### src/rtl/cic_out_stage.sv
// CIC output stage: drops post-reset settle samples, rounds/shifts/saturates
// the comb output to OW bits, and buffers it in a show-ahead FIFO.
module cic_out_stage #(
  parameter int IW     = 19,
  parameter int OW     = 16,
  parameter int SHIFT  = 3,
  parameter int DEPTH  = 8,
  parameter int SETTLE = 3
) (
  input  logic                    lr_clock,
  input  logic                    reset,
  input  logic signed [IW-1:0]    i_data,
  input  logic                    i_valid,
  output logic signed [OW-1:0]    o_data,
  output logic                    o_valid,
  input  logic                    i_ready,
  output logic [$clog2(DEPTH):0]  o_count,
  output logic                    o_sat,
  output logic                    o_overflow
);

  localparam int AW = $clog2(DEPTH);
  localparam int SW = (SETTLE > 0) ? $clog2(SETTLE + 1) : 1;
  localparam logic [SW-1:0]      SETTLE_INIT = SW'(SETTLE);
  localparam logic signed [IW:0] HALF = (IW+1)'((2 ** SHIFT) / 2);
  localparam logic signed [IW:0] MAXV = {{(IW+2-OW){1'b0}}, {(OW-1){1'b1}}};
  localparam logic signed [IW:0] MINV = {{(IW+2-OW){1'b1}}, {(OW-1){1'b0}}};

  logic [SW-1:0]      settle_cnt;
  logic               settling;
  logic               accept;
  logic signed [IW:0] wide;
  logic signed [IW:0] rounded;
  logic signed [IW:0] shifted;
  logic               clip_hi;
  logic               clip_lo;
  logic [OW-1:0]      sat_val;
  logic               s1_valid;
  logic [OW-1:0]      s1_data;

  logic [OW-1:0]      mem [DEPTH];
  logic [AW-1:0]      wr_ptr;
  logic [AW-1:0]      rd_ptr;
  logic               full;
  logic               pop;
  logic               push_ok;

  assign settling = (settle_cnt != '0);
  assign accept   = i_valid && !settling;

  // One extra bit of headroom so the rounding add cannot wrap at full scale.
  always_comb begin
    wide    = {i_data[IW-1], i_data};
    rounded = wide + HALF;
    shifted = rounded >>> SHIFT;
    clip_hi = (shifted > MAXV);
    clip_lo = (shifted < MINV);
    if (clip_hi)
      sat_val = {1'b0, {(OW-1){1'b1}}};
    else if (clip_lo)
      sat_val = {1'b1, {(OW-1){1'b0}}};
    else
      sat_val = shifted[OW-1:0];
  end

  always_ff @(posedge lr_clock) begin
    if (reset) begin
      settle_cnt <= SETTLE_INIT;
      s1_valid   <= 1'b0;
      s1_data    <= '0;
      o_sat      <= 1'b0;
    end else begin
      if (i_valid && settling)
        settle_cnt <= settle_cnt - 1'b1;
      s1_valid <= accept;
      if (accept)
        s1_data <= sat_val;
      o_sat <= accept && (clip_hi || clip_lo);
    end
  end

  assign full    = (o_count == (AW+1)'(DEPTH));
  assign o_valid = (o_count != '0);
  assign pop     = o_valid && i_ready;
  // A pop frees the head slot in the same edge, so a push into a full FIFO is legal.
  assign push_ok = s1_valid && (!full || pop);
  assign o_data  = o_valid ? $signed(mem[rd_ptr]) : '0;

  always_ff @(posedge lr_clock) begin
    if (push_ok)
      mem[wr_ptr] <= s1_data;
  end

  always_ff @(posedge lr_clock) begin
    if (reset) begin
      wr_ptr     <= '0;
      rd_ptr     <= '0;
      o_count    <= '0;
      o_overflow <= 1'b0;
    end else begin
      if (push_ok)
        wr_ptr <= wr_ptr + 1'b1;
      if (pop)
        rd_ptr <= rd_ptr + 1'b1;
      case ({push_ok, pop})
        2'b10:   o_count <= o_count + 1'b1;
        2'b01:   o_count <= o_count - 1'b1;
        default: o_count <= o_count;
      endcase
      if (s1_valid && full && !pop)
        o_overflow <= 1'b1;
    end
  end

endmodule

### config.mk
export PLATFORM = sky130hd
export DESIGN_NAME = cic_out_stage
export DESIGN_NICKNAME = d
export VERILOG_FILES = /design/src/rtl/cic_out_stage.sv
export SDC_FILE = /design/constraint.sdc
export NUM_CORES = 1
export LEC_CHECK = 0
export CORE_MARGIN = 1
export CORE_UTILIZATION = 50
export DETAILED_ROUTE_END_ITERATION = 8
export GPL_ROUTABILITY_DRIVEN = 0
export PLACE_DENSITY = 0.67
export SYNTH_ARGS = -nofsm -noshare
export SYNTH_HDL_FRONTEND = slang
export SYNTH_SLANG_ARGS = --single-unit
### constraint.sdc
create_clock -name lr_clock -period 6.32 [get_ports lr_clock]
set_input_delay 0.632 -clock lr_clock [delete_from_list [all_inputs] [get_ports lr_clock]]
set_output_delay 0.632 -clock lr_clock [all_outputs]
set_load 0.01 [all_outputs]
Yosys cells after proc, flatten, opt, wreduce, memory -nomap -nowiden
Memories as Yosys holds them, arrays and structs flattened. A register that Yosys moved wholly into a read port is not among the register bits. Index checks and enable logic that the tools add are counted.

Memories: 1. Word-level logic and storage cells: 43. Register bits after elaboration: 31. Input port bits: 23. RAM bits: 128. Output and inout port bits: 23.

$add $sub $neg: 6. Reduce and logical (&&, ||, !) cells: 15. Muxes and demuxes: 8. Eq/ne operators: 3. $lt $le $gt $ge: 2.

Memory list: mem (words 8, bits a word 16, rd ports 1, clocked after Yosys merged registers in 1, write ports 1, RTL line 41) `logic [OW-1:0] mem [DEPTH];`.

Operators by type and width (number): $mux 16 (3); $add 19x4->20 const B (1); $gt 17x16->1 const B (1); $lt 17x16->1 const B (1); $pmux 4 s2 (1); $logic_and 1x1->1 (7); $add 3x1->3 const B (2); $mux 3 (2); $add 4x1->4 const B (1); $eq 4x4->1 const B (1); $reduce_bool 2->1 (2); $reduce_bool 4->1 (1); $sub 4x1->4 const B (1); $logic_not 1->1 (3); $eq 2x1->1 const B (1); $eq 2x2->1 const B (1); $logic_or 1x1->1 (2); $mux 1 (2); $sub 2x1->2 const B (1).

Depth between registers and ports, before layout
Gate-level depths: netlist (run 1).

Depth after elaboration: 6. Depth in mapped cells: 10. Depth with buffers taken out: 10.

Least setup slack after synthesis (run 1)
No wires, ideal clock.

Path type: input-to-reg. Start: input port i_ready. End: memory mem[0][0] (enable). Required time: 5.911 ns. Setup time: 0.409 ns. Stages: 4. Arrival: 2.308 ns. Setup slack: 3.603 ns. Path buffers: 0. Path through: inv_1 > a31oi_1 > nand2b_1 > nor3_1.

Cells in the longest elaborated chain, start to end: 5.

Ends and longest elaborated chain: start, declared (RTL line 16) `input logic i_ready,`; $logic_and 1x1->1 (RTL line 84) `assign pop = o_valid && i_ready;`; $logic_or 1x1->1 (RTL line 86) `assign push_ok = s1_valid && (!full || pop);`; $logic_and 1x1->1 (RTL line 86); $mux 1 (RTL line 90) `if (push_ok)`; $mux 1 (implied by the code) (RTL line 91) `mem[wr_ptr] <= s1_data;`; end, declared (RTL line 41).

Every way passes these cells.

==> results of run 1 <==
## Yosys cell counts, types with 8 or more instances
cell and instances:
inv_1 11, xnor2_1 13, edfxtp_1 128, o21ai_0 12
mux2i_1 16, a21oi_1 8, mux4_2 32, nand2_1 25
nor2_1 51, dfxtp_1 34
## cell families after synthesis
logic type,synth area share [%]
compound gates,3.969
xor+xnor,2.502
fa+ha+maj,1.618
buf+inv,1.749
flops,68.02
mux,13.24
simple gates,8.898
## through the flow
stage	total power [uW]	util, %
after global placement	1263	57.20
final	2150	61.40
after detailed placement	1266	57.20
after CTS	2169	61.40
after floorplan	1225	-
after global routing	2220	61.40
## state kept, by name (all words and copies together), names as in the netlist, named ones only
name,flops
mem,128
s1_data,16
o_count,4
rd_ptr,3
wr_ptr,3
settle_cnt,2
o_overflow,1
o_sat,1
s1_valid,1
## power by group
group	switching [uW]	leakage, uW	internal [uW]
clock network	405	0.000253	503
logic	42.0	0.000812	44.5
registers	8.74	0.00141	1150
## per-layer routing
metal / up-vias / GRT usage (%) / share of wire (%)
met2: 100 / 31.69 / 51
li1: 1753 / - / -
met4: 0 / 7.305 / 0.73
met3: 6 / 4.134 / 4.0
met5: - / 0 / 0
met1: 1843 / 25.21 / 45
## critical path: stages, from the launching register on
cell             delay [ns]
dfxtp_2                0.31
buf_4                  0.50
mux4_2                 0.60
mux2i_1                0.22
nor2_1                 0.06
clkdlybuf4s50_1        0.51
## final timing paths
kind | slack [ns] | from | cells after the start | to
setup / recovery | 3.01 | register | 5 | o_data[4]
hold / removal | 0.48 | settle_cnt[1] | 1 | settle_cnt[1]
setup reg to reg | 3.14 | o_count[0] | 9 | o_count[3]
hold reg to reg | 0.48 | settle_cnt[1] | 1 | settle_cnt[1]
## cell type report
class | instances | area share, %
clock buffers | 17 | 5.424
clock inverters | 15 | 1.404
inverters | 11 | 0.5265
multi-input cells | 238 | 25.93
flip-flops and latches | 162 | 57.72
well taps | 172 | 2.744
repair buffers | 51 | 6.254
==> flow_summary.ini, run 1 <==
[sta]
tns_ns = 0
slew_violations = 0
timing.final.crit_share_pct = 52.39
slew_headroom_pct = 26.27
fin_skew_ns = 0.01144
final_hold_viol_count = 0
max_freq_mhz = 302.0
setup_violations = 0
postLayoutSetupSlackWorst_ns = 3.009
worst_pin_slew_ns = 1.098
rsz0062_at_grt = false
min_period_ns = 3.311
worst_hold_slack_ns = 0.4848

[worst_setup_path]
end_kind = output port
arrival_ns = 2.68
crit_fanout = 32
start_kind = register
cp.required_ns = 5.69
worstSetupPathType = register to output port

[yosys]
synth_cell_types = 43
synth_top_area_share_pct = 57.79
syn_area_per_cell_um2 = 15.58
yosysWarnings = 0
syn_area_um2 = 6651
yosys-top-cells-area = edfxtp_1 58%, mux4_2 11%, dfxtp_1 10%
synth_edf_count = 128
seq_area_frac_synth_pct = 68.02
netlist_instances = 427
ys_seq_elements = 162
syn-num-nets = 458
synth_flop_cell = edfxtp_1
synth-async-reset-ratio_pct = 0
yosysTopAreaCell = edfxtp_1

[cts]
tritoncts = done
root_buffer = clkbuf_16
cts_sinks = 162
clk_latency_ns = 0.42
h-tree-depth = 4
cts_resized = 0
clk_path_buf_depth = 2
postCtsHoldBufs = 0
cts_setup_buffers = 0
clkTransAtPathRegs_ns = 0.06
cts_made_buffers = 17

[finish]
final_area_um2 = 7843
stdcell_count = 666
register_area_um2 = 4527
final_nets = 512
antenna_cells = 0
mostFrequentLayoutCell = edfxtp_1
synthToLayoutAreaGrowth_pct = 17.91
final_cell_mix = 128 x edfxtp_1, 51 x nor2_1, 43 x clkdlybuf4s50_1
drive_gt1_share_pct = 16.40
multi_input_area_um2 = 2033
fillerInstances = 967

[placement]
post-place-ws_ns = 3.048
io_buffers = 43
dpl-instance-area_um2 = 7307
place_inst = 634
dpl.hpwl_mm = 7.699

[run]
drv_cap = 0

[routing]
drtIter0Drc = 234
num_vias = 3702
ant_nets = 0
avgRoutedWirePerCell_um = 18.54
route.detailed.drc = 0
first_pass_iters = 5
routed_wl_mm = 12.35
vias_per_cell = 5.559

[run_status]
outcome = complete, no violations

[global_route]
grt_use_total_pct = 19.29
antenna_found_initial = 0
grt_pass1_wl_mm = 19.81
grt.overflow.total = 0
grt_max_degree = 33
grt_pass1_vias = 3727

[floorplanning]
coreArea_um2 = 12770
die_w_um = 117.3
pin_count = 46
start_util_pct = 52.07
die_h_um = 117.3
fp-row-count = 41
die-area_um2 = 13770

[worst_hold_path]
hp-class = register to register

[power]
p_per_area_nw_per_um2 = 274.2
ir_worst_vdd_uv = 196.0
leakage_uw = 0.002474
Power figures use the tool's default switching activity.
==> run 2, diff against run 1 <==
Clock period 6.32 ns to 3.3 ns, I/O delays scaled along.
==> flow_summary.ini, run 2 (same netlist as run 1, synthesis figures left out) <==
[sta]
tns_ns = 0
timing.final.crit_share_pct = 89.17
rsz0062_at_grt = false
fin_skew_ns = 0.003551
setup_violations = 0
worst_pin_slew_ns = 0.6250
slew_headroom_pct = 58.28
slew_violations = 0
final_hold_viol_count = 0
min_period_ns = 2.943
max_freq_mhz = 339.8

[floorplanning]
fp-row-count = 41
die_w_um = 117.3
die-area_um2 = 13770
start_util_pct = 52.07
coreArea_um2 = 12770
die_h_um = 117.3
pin_count = 46

[cts]
postCtsHoldBufs = 0
tritoncts = done
cts_resized = 0
root_buffer = clkbuf_16
cts_setup_buffers = 0
clkTransAtPathRegs_ns = 0.06
h-tree-depth = 4
cts_sinks = 162
clk_path_buf_depth = 2
cts_made_buffers = 17
clk_latency_ns = 0.42

[worst_setup_path]
arrival_ns = 2.61
worstSetupPathType = register to output port
start_kind = register
worstSetupEndpoint = o_data[11]
r2r_slack_ns = 0.73
end_kind = output port
reg2reg_from = o_count[0]
reg2reg_to = o_count[3]
cp.required_ns = 2.97
crit_fanout = 17
ff2ff_path_depth = 10

[worst_hold_path]
hold_start = settle_cnt[1]
hp-class = register to register

[power]
p_per_area_nw_per_um2 = 553.1
ir_worst_vdd_uv = 337.4
finalPower_uw = 4405
leakage_uw = 0.002561

[global_route]
grt_use_total_pct = 19.90
use_met1_pct = 25.84
grt.busiest_layer = met2
grt_pass1_vias = 3796
grt_util_met3_pct = 3.599
antenna_found_initial = 0
grt_max_degree = 33
grt_pass1_wl_mm = 20.42
grt_use_met2_pct = 32.40
grt.overflow.total = 0

[routing]
num_vias = 3773
ant_nets = 0
first_pass_iters = 4
drtIter0Drc = 291
avgRoutedWirePerCell_um = 18.78
route.detailed.drc = 0
routed_wl_mm = 12.62
vias_per_cell = 5.615

[finish]
antenna_cells = 0
final_cell_mix = 128 x edfxtp_1, 51 x nor2_1, 43 x clkdlybuf4s50_1
drive_gt1_share_pct = 17.20
regMostFlops = mem
synthToLayoutAreaGrowth_pct = 19.75
final_nets = 518
largest_registers = mem (128), s1_data (16), o_count (4)
largest_register_ffs = 128
mostFrequentLayoutCell = edfxtp_1

[run]
drv_cap = 0

[run_status]
outcome = complete, no violations

[placement]
dpl.hpwl_mm = 8.088
io_buffers = 43
-- run 2: changes by cell type in the layout (fill, tap and decap cells not counted), sizes merged --
cell	previous run	this run
clkinvlp	4	3
clkinv	8	6
bufinv	0	4
buf	8	14
inv	14	13
-- run 2: stage by stage --
step | hold slack (ns) | area, um^2 | setup slack, ns | utilization [%] | cells
global placement | 0.4421 | 7351 | 0.5313 | 57.55 | 640
CTS | 0.4644 | 7965 | 0.2820 | 62.36 | 672
finish | 0.4646 | 7965 | 0.3573 | 62.36 | 672
global route | 0.5065 | 7965 | 0.1953 | 62.36 | 672
floorplan | 0.4016 | 6651 | 0.6652 | - | 427
detailed placement | 0.4509 | 7351 | 0.4788 | 57.55 | 640
-- run 2: how the worst min path moves through the flow --
stage | cells after the start | slack, ns | end
floorplan | 1 | 0.40 | s1_data[15]
global placement | 1 | 0.44 | settle_cnt[1]
detailed placement | 1 | 0.45 | settle_cnt[1]
CTS | 1 | 0.46 | settle_cnt[1]
global route | 1 | 0.51 | settle_cnt[1]
finish | 1 | 0.46 | settle_cnt[1]
-- run 2: metal layers --
metal	wire, um	vias to the layer above
li1	-	1752
met2	6257	102
met5	0	-
met1	5683	1899
met3	405	20
met4	273	0
-- run 2: power breakdown --
part	switching (uW)	internal (uW)	total, uW
Sequential	19.8	2200	2220
Clock	762	1260	2020
Combinational	78.9	88.4	167
Total	861	3540	4410
-- run 2: cell type report --
| type | instances | area [um^2] |
|---|---|---|
| fill | 934 | 4808 |
| sequential | 162 | 4526 |
| multi-input combinational | 238 | 2021 |
| timing repair buffer | 57 | 548.0 |
| clock buffer | 17 | 425.4 |
| tap | 172 | 215.2 |
| clock inverter | 15 | 188.9 |
| inverter | 11 | 41.29 |
-- run 2: critical path, cell delays in order, from the launching register on --
cell and delay [ns]:
dfxtp_2 0.65, buf_12 0.26, mux4_2 0.52, mux2i_1 0.20, nor2_1 0.07, clkdlybuf4s50_1 0.48
